$ cat src/rtl/regfile_access_ctrl.sv
// rtl/regfile_access_ctrl.sv - zero-fill sequencer and round-robin write/read arbiters for one register file
// Read data is registered, so every granted read returns one cycle after its grant.
module regfile_access_ctrl #(
    parameter int NUM_REQ = 4,
    parameter int AWIDTH  = 5,
    parameter int DWIDTH  = 16
) (
    input  logic                      clk,
    input  logic                      rst_n,
    input  logic                      clr_req,
    input  logic [NUM_REQ-1:0]        wr_req,
    input  logic [NUM_REQ*AWIDTH-1:0] wr_addr,
    input  logic [NUM_REQ*DWIDTH-1:0] wr_data,
    output logic [NUM_REQ-1:0]        wr_gnt,
    input  logic [NUM_REQ-1:0]        rd_req,
    input  logic [NUM_REQ*AWIDTH-1:0] rd_addr,
    output logic [NUM_REQ-1:0]        rd_gnt,
    output logic [NUM_REQ-1:0]        rd_valid,
    output logic [DWIDTH-1:0]         rd_data,
    output logic                      rf_wr_en,
    output logic [AWIDTH-1:0]         rf_wr_addr,
    output logic [DWIDTH-1:0]         rf_wr_data,
    output logic [AWIDTH-1:0]         rf_rd_addr,
    input  logic [DWIDTH-1:0]         rf_rd_data,
    output logic                      init_done
);

    localparam int PW = (NUM_REQ > 1) ? $clog2(NUM_REQ) : 1;
    localparam logic [AWIDTH-1:0] LAST_ADDR = '1;

    typedef enum logic [1:0] {BOOT, INIT, RUN} state_t;

    state_t              r_state;
    state_t              w_state_nxt;
    logic [AWIDTH-1:0]   r_init_cnt;
    logic [PW-1:0]       r_wr_ptr;
    logic [PW-1:0]       r_rd_ptr;
    logic [NUM_REQ-1:0]  r_rd_valid;
    logic [DWIDTH-1:0]   r_rd_data;
    logic                r_init_done;
    logic [PW:0]         w_wr_pick;
    logic [PW:0]         w_rd_pick;
    logic                w_wr_any;
    logic                w_rd_any;
    logic [PW-1:0]       w_wr_idx;
    logic [PW-1:0]       w_rd_idx;

    function automatic logic [PW-1:0] wrap_add(input logic [PW-1:0] ptr, input int k);
        int s;
        s = int'(ptr) + k;
        if (s >= NUM_REQ) s = s - NUM_REQ;
        return PW'(s);
    endfunction

    // Scan downward so the last hit kept is the first requester at or after ptr.
    function automatic logic [PW:0] rr_pick(input logic [NUM_REQ-1:0] req, input logic [PW-1:0] ptr);
        logic [PW:0] pick;
        pick = '0;
        for (int k = NUM_REQ - 1; k >= 0; k--) begin
            if (req[wrap_add(ptr, k)]) pick = {1'b1, wrap_add(ptr, k)};
        end
        return pick;
    endfunction

    assign w_wr_pick = (r_state == RUN) ? rr_pick(wr_req, r_wr_ptr) : '0;
    assign w_rd_pick = (r_state == RUN) ? rr_pick(rd_req, r_rd_ptr) : '0;
    assign w_wr_any  = w_wr_pick[PW];
    assign w_rd_any  = w_rd_pick[PW];
    assign w_wr_idx  = w_wr_pick[PW-1:0];
    assign w_rd_idx  = w_rd_pick[PW-1:0];

    assign wr_gnt    = w_wr_any ? (NUM_REQ'(1) << w_wr_idx) : '0;
    assign rd_gnt    = w_rd_any ? (NUM_REQ'(1) << w_rd_idx) : '0;
    assign rd_valid  = r_rd_valid;
    assign rd_data   = r_rd_data;
    assign init_done = r_init_done;

    always_comb begin
        rf_wr_en   = 1'b0;
        rf_wr_addr = '0;
        rf_wr_data = '0;
        rf_rd_addr = '0;
        if (r_state == INIT) begin
            rf_wr_en   = 1'b1;
            rf_wr_addr = r_init_cnt;
        end else if (w_wr_any) begin
            rf_wr_en   = 1'b1;
            rf_wr_addr = wr_addr[int'(w_wr_idx)*AWIDTH +: AWIDTH];
            rf_wr_data = wr_data[int'(w_wr_idx)*DWIDTH +: DWIDTH];
        end
        if (w_rd_any) rf_rd_addr = rd_addr[int'(w_rd_idx)*AWIDTH +: AWIDTH];
    end

    always_comb begin
        w_state_nxt = r_state;
        case (r_state)
            BOOT:    w_state_nxt = INIT;
            INIT:    if (r_init_cnt == LAST_ADDR) w_state_nxt = RUN;
            RUN:     if (clr_req) w_state_nxt = INIT;
            default: w_state_nxt = BOOT;
        endcase
    end

    always_ff @(posedge clk or negedge rst_n) begin
        if (!rst_n) begin
            r_state     <= BOOT;
            r_init_cnt  <= '0;
            r_wr_ptr    <= '0;
            r_rd_ptr    <= '0;
            r_rd_valid  <= '0;
            r_rd_data   <= '0;
            r_init_done <= 1'b0;
        end else begin
            r_state     <= w_state_nxt;
            r_init_done <= (w_state_nxt == RUN);
            r_rd_valid  <= rd_gnt;
            // Counter wraps back to zero on its own as INIT finishes.
            if (r_state == INIT) r_init_cnt <= r_init_cnt + 1'b1;
            if (w_wr_any) r_wr_ptr <= wrap_add(w_wr_idx, 1);
            if (w_rd_any) begin
                r_rd_ptr  <= wrap_add(w_rd_idx, 1);
                r_rd_data <= rf_rd_data;
            end
        end
    end

endmodule
$ cat config.mk
export PLATFORM = sky130hd
export DESIGN_NAME = regfile_access_ctrl
export DESIGN_NICKNAME = d
export VERILOG_FILES = /design/src/rtl/regfile_access_ctrl.sv
export SDC_FILE = /design/constraint.sdc
export NUM_CORES = 1
export LEC_CHECK = 0
export BUFFER_PORTS_ARGS = -buffer_cell sky130_fd_sc_hd__buf_2
export CAP_MARGIN = 25
export CORE_ASPECT_RATIO = 0.8
export CORE_MARGIN = 1.5
export CORE_UTILIZATION = 43
export CTS_BUF_LIST = sky130_fd_sc_hd__clkbuf_16
export DETAILED_ROUTE_END_ITERATION = 8
export PLACE_DENSITY = 0.87
export SYNTH_ARGS = -nofsm -noshare
export SYNTH_HDL_FRONTEND = slang
export SYNTH_SLANG_ARGS = --single-unit
export TNS_END_PERCENT = 30
$ cat constraint.sdc
create_clock -name clk -period 4 [get_ports clk]
set_input_delay 0.4 -clock clk [delete_from_list [all_inputs] [get_ports clk]]
set_output_delay 0.4 -clock clk [all_outputs]
set_load 0.05 [all_outputs]
Word-level counts from Yosys, hierarchy flattened
Index checks and enable logic that the tools add are counted.
{"block": "word_totals", "regBits": 32, "inputBits": 131, "out_inout_bits": 56, "elab_cells": 104}
{"block": "op_classes", "n_eq_ne": 4, "mul": 2, "add_sub_neg": 19, "n_shift": 5, "muxes": 48, "magnitude_cmp": 18, "n_reduce_logical": 1}
{"operator": "variable part select 64 x 7 -> 16 bit", "count": 1}
{"operator": "variable part select 20 x 6 -> 5 bit", "count": 2}
{"operator": "2-to-1 mux 16 bit", "count": 2}
{"operator": "2-to-1 mux 3 bit", "count": 10}
{"operator": ">= comparator 3 bit (second input constant)", "count": 8}
{"operator": "< comparator 2 x 3 -> 1 bit (second input constant)", "count": 8}
{"operator": "2-to-1 mux 2 bit", "count": 12}
{"operator": "subtractor 2 x 1 -> 2 bit (second input constant)", "count": 10}
{"operator": "binary-select mux 1 bit (select 2 bit)", "count": 8}
{"operator": "2-to-1 mux 5 bit", "count": 3}
{"operator": "adder 2 x 1 -> 3 bit (second input constant)", "count": 4}
{"operator": "adder 2 x 2 -> 3 bit (second input constant)", "count": 4}
{"operator": "multiplier 2 x 3 -> 5 bit (second input constant)", "count": 2}
{"operator": "2-to-1 mux 1 bit", "count": 10}
{"operator": "2-to-1 mux 4 bit", "count": 2}
{"operator": "left shift 1 x 2 -> 4 bit (first input constant)", "count": 2}
{"operator": ">= comparator 2 x 3 -> 1 bit (second input constant)", "count": 2}
{"operator": "case mux 2 bit (3 select lines)", "count": 1}
{"operator": "adder 5 x 1 -> 5 bit (second input constant)", "count": 1}
{"operator": "equality test 5 bit (second input constant)", "count": 1}
{"operator": "equality test 2 bit (second input constant)", "count": 2}
{"operator": "equality test 2 x 1 -> 1 bit (second input constant)", "count": 1}
{"operator": "zero test 2 bit", "count": 1}

Depth between registers and ports, before layout
{"block": "depth", "word_depth": 14, "mapped_depth": 9, "depth_no_buf": 8}

Least setup slack after synthesis
OpenSTA, ideal clock, no wires.
{"block": "synth_timing", "kind": "reg2out", "start": "register r_wr_ptr[1]", "end": "output rf_wr_addr[1]", "t_required_ns": 3.600, "t_arrival_ns": 2.534, "stages_incl_launch_ff": 9, "path_buffers": 2, "setup_slack_ns": 1.066, "cell_sequence": "dfrtp_1 > nand2b_1 > a21o_1 > and3_1 > buf_6 > inv_6 > buf_8 > o31ai_1 > a221oi_1"}
{"block": "synth_between", "elab_chain_cells": 14, "elab_cells_between_ends": 32, "classes_between": "7 x add/sub; 1 x mul; 4 x order compare; 1 x shift; 19 x mux"}
{"element": "start, declared", "line_no": "36", "rtl": "logic [PW-1:0] r_wr_ptr;"}
{"element": "start signal, assigned", "line_no": "119", "rtl": "if (w_wr_any) r_wr_ptr <= wrap_add(w_wr_idx, 1);"}
{"element": "adder 2 x 2 -> 3 bit", "line_no": "50", "rtl": "s = int'(ptr) + k;"}
{"element": ">= comparator 3 bit or subtractor 2 x 1 -> 2 bit (tied branches)", "line_no": "51", "rtl": "if (s >= NUM_REQ) s = s - NUM_REQ;"}
{"element": "2-to-1 mux 2 bit", "line_no": "51"}
{"element": "binary-select mux 1 bit (select 2 bit)", "line_no": "60", "rtl": "if (req[wrap_add(ptr, k)]) pick = {1'b1, wrap_add(ptr, k)};"}
{"element": "2-to-1 mux 1 bit (implied by the code)", "line_no": "60"}
{"element": "2-to-1 mux 3 bit (3 in series)", "line_no": "60"}
{"element": "2-to-1 mux 3 bit *", "line_no": "60"}
{"element": "2-to-1 mux 3 bit *", "line_no": "65", "rtl": "assign w_wr_pick = (r_state == RUN) ? rr_pick(wr_req, r_wr_ptr) : '0;"}
{"element": "multiplier 2 x 3 -> 5 bit", "line_no": "88", "rtl": "rf_wr_addr = wr_addr[int'(w_wr_idx)*AWIDTH +: AWIDTH];"}
{"element": "variable part select 20 x 6 -> 5 bit", "line_no": "88"}
{"element": "2-to-1 mux 5 bit *", "line_no": "86", "rtl": "end else if (w_wr_any) begin"}
{"element": "2-to-1 mux 5 bit *", "line_no": "83", "rtl": "if (r_state == INIT) begin"}
{"element": "end, declared", "line_no": "21", "rtl": "output logic [AWIDTH-1:0] rf_wr_addr,"}
Mark *: on every way between the ends. The rest lies on a longest branch, timed or not. The select of a mux whose other input is x is not followed.

Worst setup path after layout
{"block": "layout_timing", "start": "register r_wr_ptr[1]", "end": "output rf_wr_data[1]"}
{"block": "layout_between", "elab_chain_cells": 13, "elab_cells_between_ends": 31, "classes_between": "7 x add/sub; 4 x order compare; 1 x shift; 19 x mux"}
{"element": "adder 2 x 2 -> 3 bit", "line_no": "50"}
{"element": ">= comparator 3 bit or subtractor 2 x 1 -> 2 bit (tied branches)", "line_no": "51"}
{"element": "2-to-1 mux 2 bit", "line_no": "51"}
{"element": "binary-select mux 1 bit (select 2 bit)", "line_no": "60"}
{"element": "2-to-1 mux 1 bit (implied by the code)", "line_no": "60"}
{"element": "2-to-1 mux 3 bit (3 in series)", "line_no": "60"}
{"element": "2-to-1 mux 3 bit *", "line_no": "60"}
{"element": "2-to-1 mux 3 bit *", "line_no": "65"}
{"element": "variable part select 64 x 7 -> 16 bit", "line_no": "89", "rtl": "rf_wr_data = wr_data[int'(w_wr_idx)*DWIDTH +: DWIDTH];"}
{"element": "2-to-1 mux 16 bit *", "line_no": "86"}
{"element": "2-to-1 mux 16 bit *", "line_no": "83"}
{"element": "end, declared", "line_no": "22", "rtl": "output logic [DWIDTH-1:0] rf_wr_data,"}
Marks and branches as above.

==> out/metrics.cfg <==
[critical_path]
end_kind=primary output
critical_path_class=register to primary output
arrival_ns=2.78
cp.buffers_inverters=3
path_max_fanout=19
cp.required_ns=3.60
cp-start-kind=register
slowest_delay_ns=0.42
cp_common_cell=nand2_1
crit_family=buffers and inverters
cp_cell_sequence=nand2_1 -> a311oi_1 -> nor3_1 -> buf_4 -> inv_2 -> nand2_1 -> o22ai_1 -> buf_2
slowest_stage=dfrtp_1

[global_route]
grt_pass1_vias=2373
antenna_found_initial=0
grt_pass1_wl_mm=11.18
gr-usage-all-layers=0.2304
grt_max_degree=33
grt_overflow_total=0

[logic_synthesis]
synth_nets=374
synth_top_family_by_area=multiplexers
syn_area_per_cell_um2=10.31
seq_area_frac_synth=0.3333
synth-compound-area-share=0.1453
netlist_area_um2=2402
synthXorXnorAreaFrac=0.01094
yosysUniqueCellTypes=41
ys_seq_elements=32
synthAdderAreaFrac=0.05208
synthCells=233
synthSimpleGateAreaFrac=0.1156
synthMuxAreaShare=0.2891
ys_warn_count=0

[detailed_routing]
ant_nets=0
routed_wirelength_mm=7.142
num_vias=2544
drt_iter0_drc=131
wire_per_inst_um=14.82
drc=0
vias_per_cell=5.278
first_pass_iters=4

[sta]
worstMarginPinSlew_ns=0.9462
slew_viol_final=0
fmax_ghz=0.3142
timing.final.crit_share=0.7958
fin_skew_ns=0.002659
period_needed_ns=3.183
rsz0062_at_grt=false
hold_viol=0
setup_viol_count_final=0
setup_tns_ns=0
slew_headroom=0.3692

[clock_network]
postCtsSetupBuffers=0
cts.clk_slew.worst_paths_ns=0.05
cts_buffers=5
numClockSinks=32
h-tree-depth=2
cts_tree=done
worstSkewPairLatency_ns=0.27
root_buffer=clkbuf_16
cts_buffer_depth=2
cts_resized=0
cts.hold.buffers_added=0

[placed_design]
portBuffers=186
hpwl_mm=5.781
gp_congestion=0.8802
place_area_um2=3351

[die]
core.rowCount=24
die_x_um=86.57
coreArea_um2=5405
start_util=0.4444
die_area_um2=6047
die_y_um=69.86
io-pin-count=187

[layout]
n_antenna_cell=0
drive_above_1_share=0.5396
fin_nets=557
area_growth_pct=45.26
final_area_um2=3490

[min_path]
min_path_type=primary input to asynchronous set/reset pin

[pwr]
leakagePower_nw=2.052
ir_worst_vdd_mv=0.2850
p_per_area_nw_per_um2=416.4

[run]
cap_violations=0

[run_status]
status=finished, final reports clean

==> synthesized netlist by cell type (all sizes together) <==
master   number  share of area
a21bo         1         0.0042
a21o          1         0.0031
a21oi         5          0.012
a221oi        5          0.018
a311oi        1         0.0036
and2          9          0.023
and3          2         0.0052
buf          10          0.033
clkbuf        4         0.0062
dfrtp        32           0.33
ha           10          0.052
inv           8          0.015
mux2         19          0.089
mux2i        48           0.20
nand2        11          0.017
nand2b        5          0.013
nand3         1         0.0021
nand4         1         0.0026
nor2          6         0.0094
nor2b         3         0.0078
nor3          2         0.0042
nor4          1         0.0026
nor4b         5          0.018
o2111ai       1         0.0062
o211a         1         0.0042
o21a          1         0.0031
o21ai         6          0.013
o21ba         1         0.0042
o221ai        1         0.0036
o22ai        21          0.055
o31ai         5          0.016
or2           2         0.0052
or4           1         0.0047
xnor2         2         0.0073
xor2          1         0.0036
==> per-layer routing <==
metal,GRT usage,wire (µm)
met5,0,0
met4,0.06093,123
met3,0.04610,418
met2,0.3776,3534
met1,0.3099,3065
==> worst reg2reg max path: stages (launching register included) <==
cell	delay, ns
dfrtp_1	0.40
nand2b_1	0.21
a21oi_2	0.12
buf_4	0.29
o2111ai_2	0.49
inv_1	0.23
ha_1	0.26
nand2_1	0.06
o21ai_0	0.08
==> cells in the final DEF (no fill, tap or decap), types with 2 or more instances in the layout <==
cell type,n
o31ai_1,5
clkinv_2,2
and3_1,2
nand2b_1,5
xnor2_1,2
inv_1,5
nor2b_1,3
buf_2,186
nand2_1,11
a21oi_1,4
mux2i_1,48
nor3_1,2
o21ai_0,6
dfrtp_1,32
nor4b_1,5
o22ai_1,21
or2_2,2
a221oi_1,5
nor2_1,6
clkbuf_16,5
inv_2,2
and2_1,9
mux2_2,19
ha_1,10
buf_4,4
==> final timing paths <==
path	from	to	slack [ns]	depth (start not counted)
max	r_wr_ptr[1]	rf_wr_data[1]	0.82	8
min	rst_n	rd_data[14]	0.17	1
max reg2reg	r_state[0]	r_rd_ptr[1]	1.72	8
min reg2reg	rd_data[13]	rd_data[13]	0.50	1
max in group asynchronous	rst_n	rd_data[9]	3.37	1
min in group clk	rf_rd_data[14]	rd_data[14]	0.36	2
==> sequential cells by signal, summed over array words and instances, names as in the netlist <==
register,count
rd_data,16
r_init_cnt,5
rd_valid,4
r_rd_ptr,2
r_state,2
r_wr_ptr,2
init_done,1
==> where the power goes <==
part	internal (mW)	switching (mW)	leakage [nW]
Clock	0.225	0.124	0.0710
Combinational	0.255	0.412	1.60
Sequential	0.385	0.0529	0.385
Total	0.865	0.588	2.05
==> stage by stage <==
stage | util | instances | power (mW) | setup WS (ns) | hold slack [ns]
2_1_floorplan | - | 233 | 0.9232 | 1.066 | 0.1044
3_3_place_gp | 0.6199 | 474 | 1.087 | 1.178 | 0.4791
3_5_place_dp | 0.6199 | 474 | 1.106 | 1.029 | 0.4846
4_1_cts | 0.6456 | 482 | 1.464 | 0.8813 | 0.1972
5_1_grt | 0.6456 | 482 | 1.538 | 0.5835 | 0.2429
6_report | 0.6456 | 482 | 1.453 | 0.8170 | 0.1750
==> cell families after synthesis <==
group	after synthesis
buffers and inverters	22
flip-flops	32
AO/OA/AOI/OAI	50
adder cells (fa/ha/maj)	10
XOR/XNOR	3
multiplexers	67
AND/OR/NAND/NOR	49
==> final cells by class <==
cell class              instances  area (µm²)
inverters                       8       35.03
clock inverters                 3       13.76
clock buffers                   5       125.1
multi-input cells             179        1473
well taps                      65       81.33
repair buffers                190       960.9
fillers                       464        1916
flip-flops and latches         32       800.8
Power figures use the tool's default switching activity.
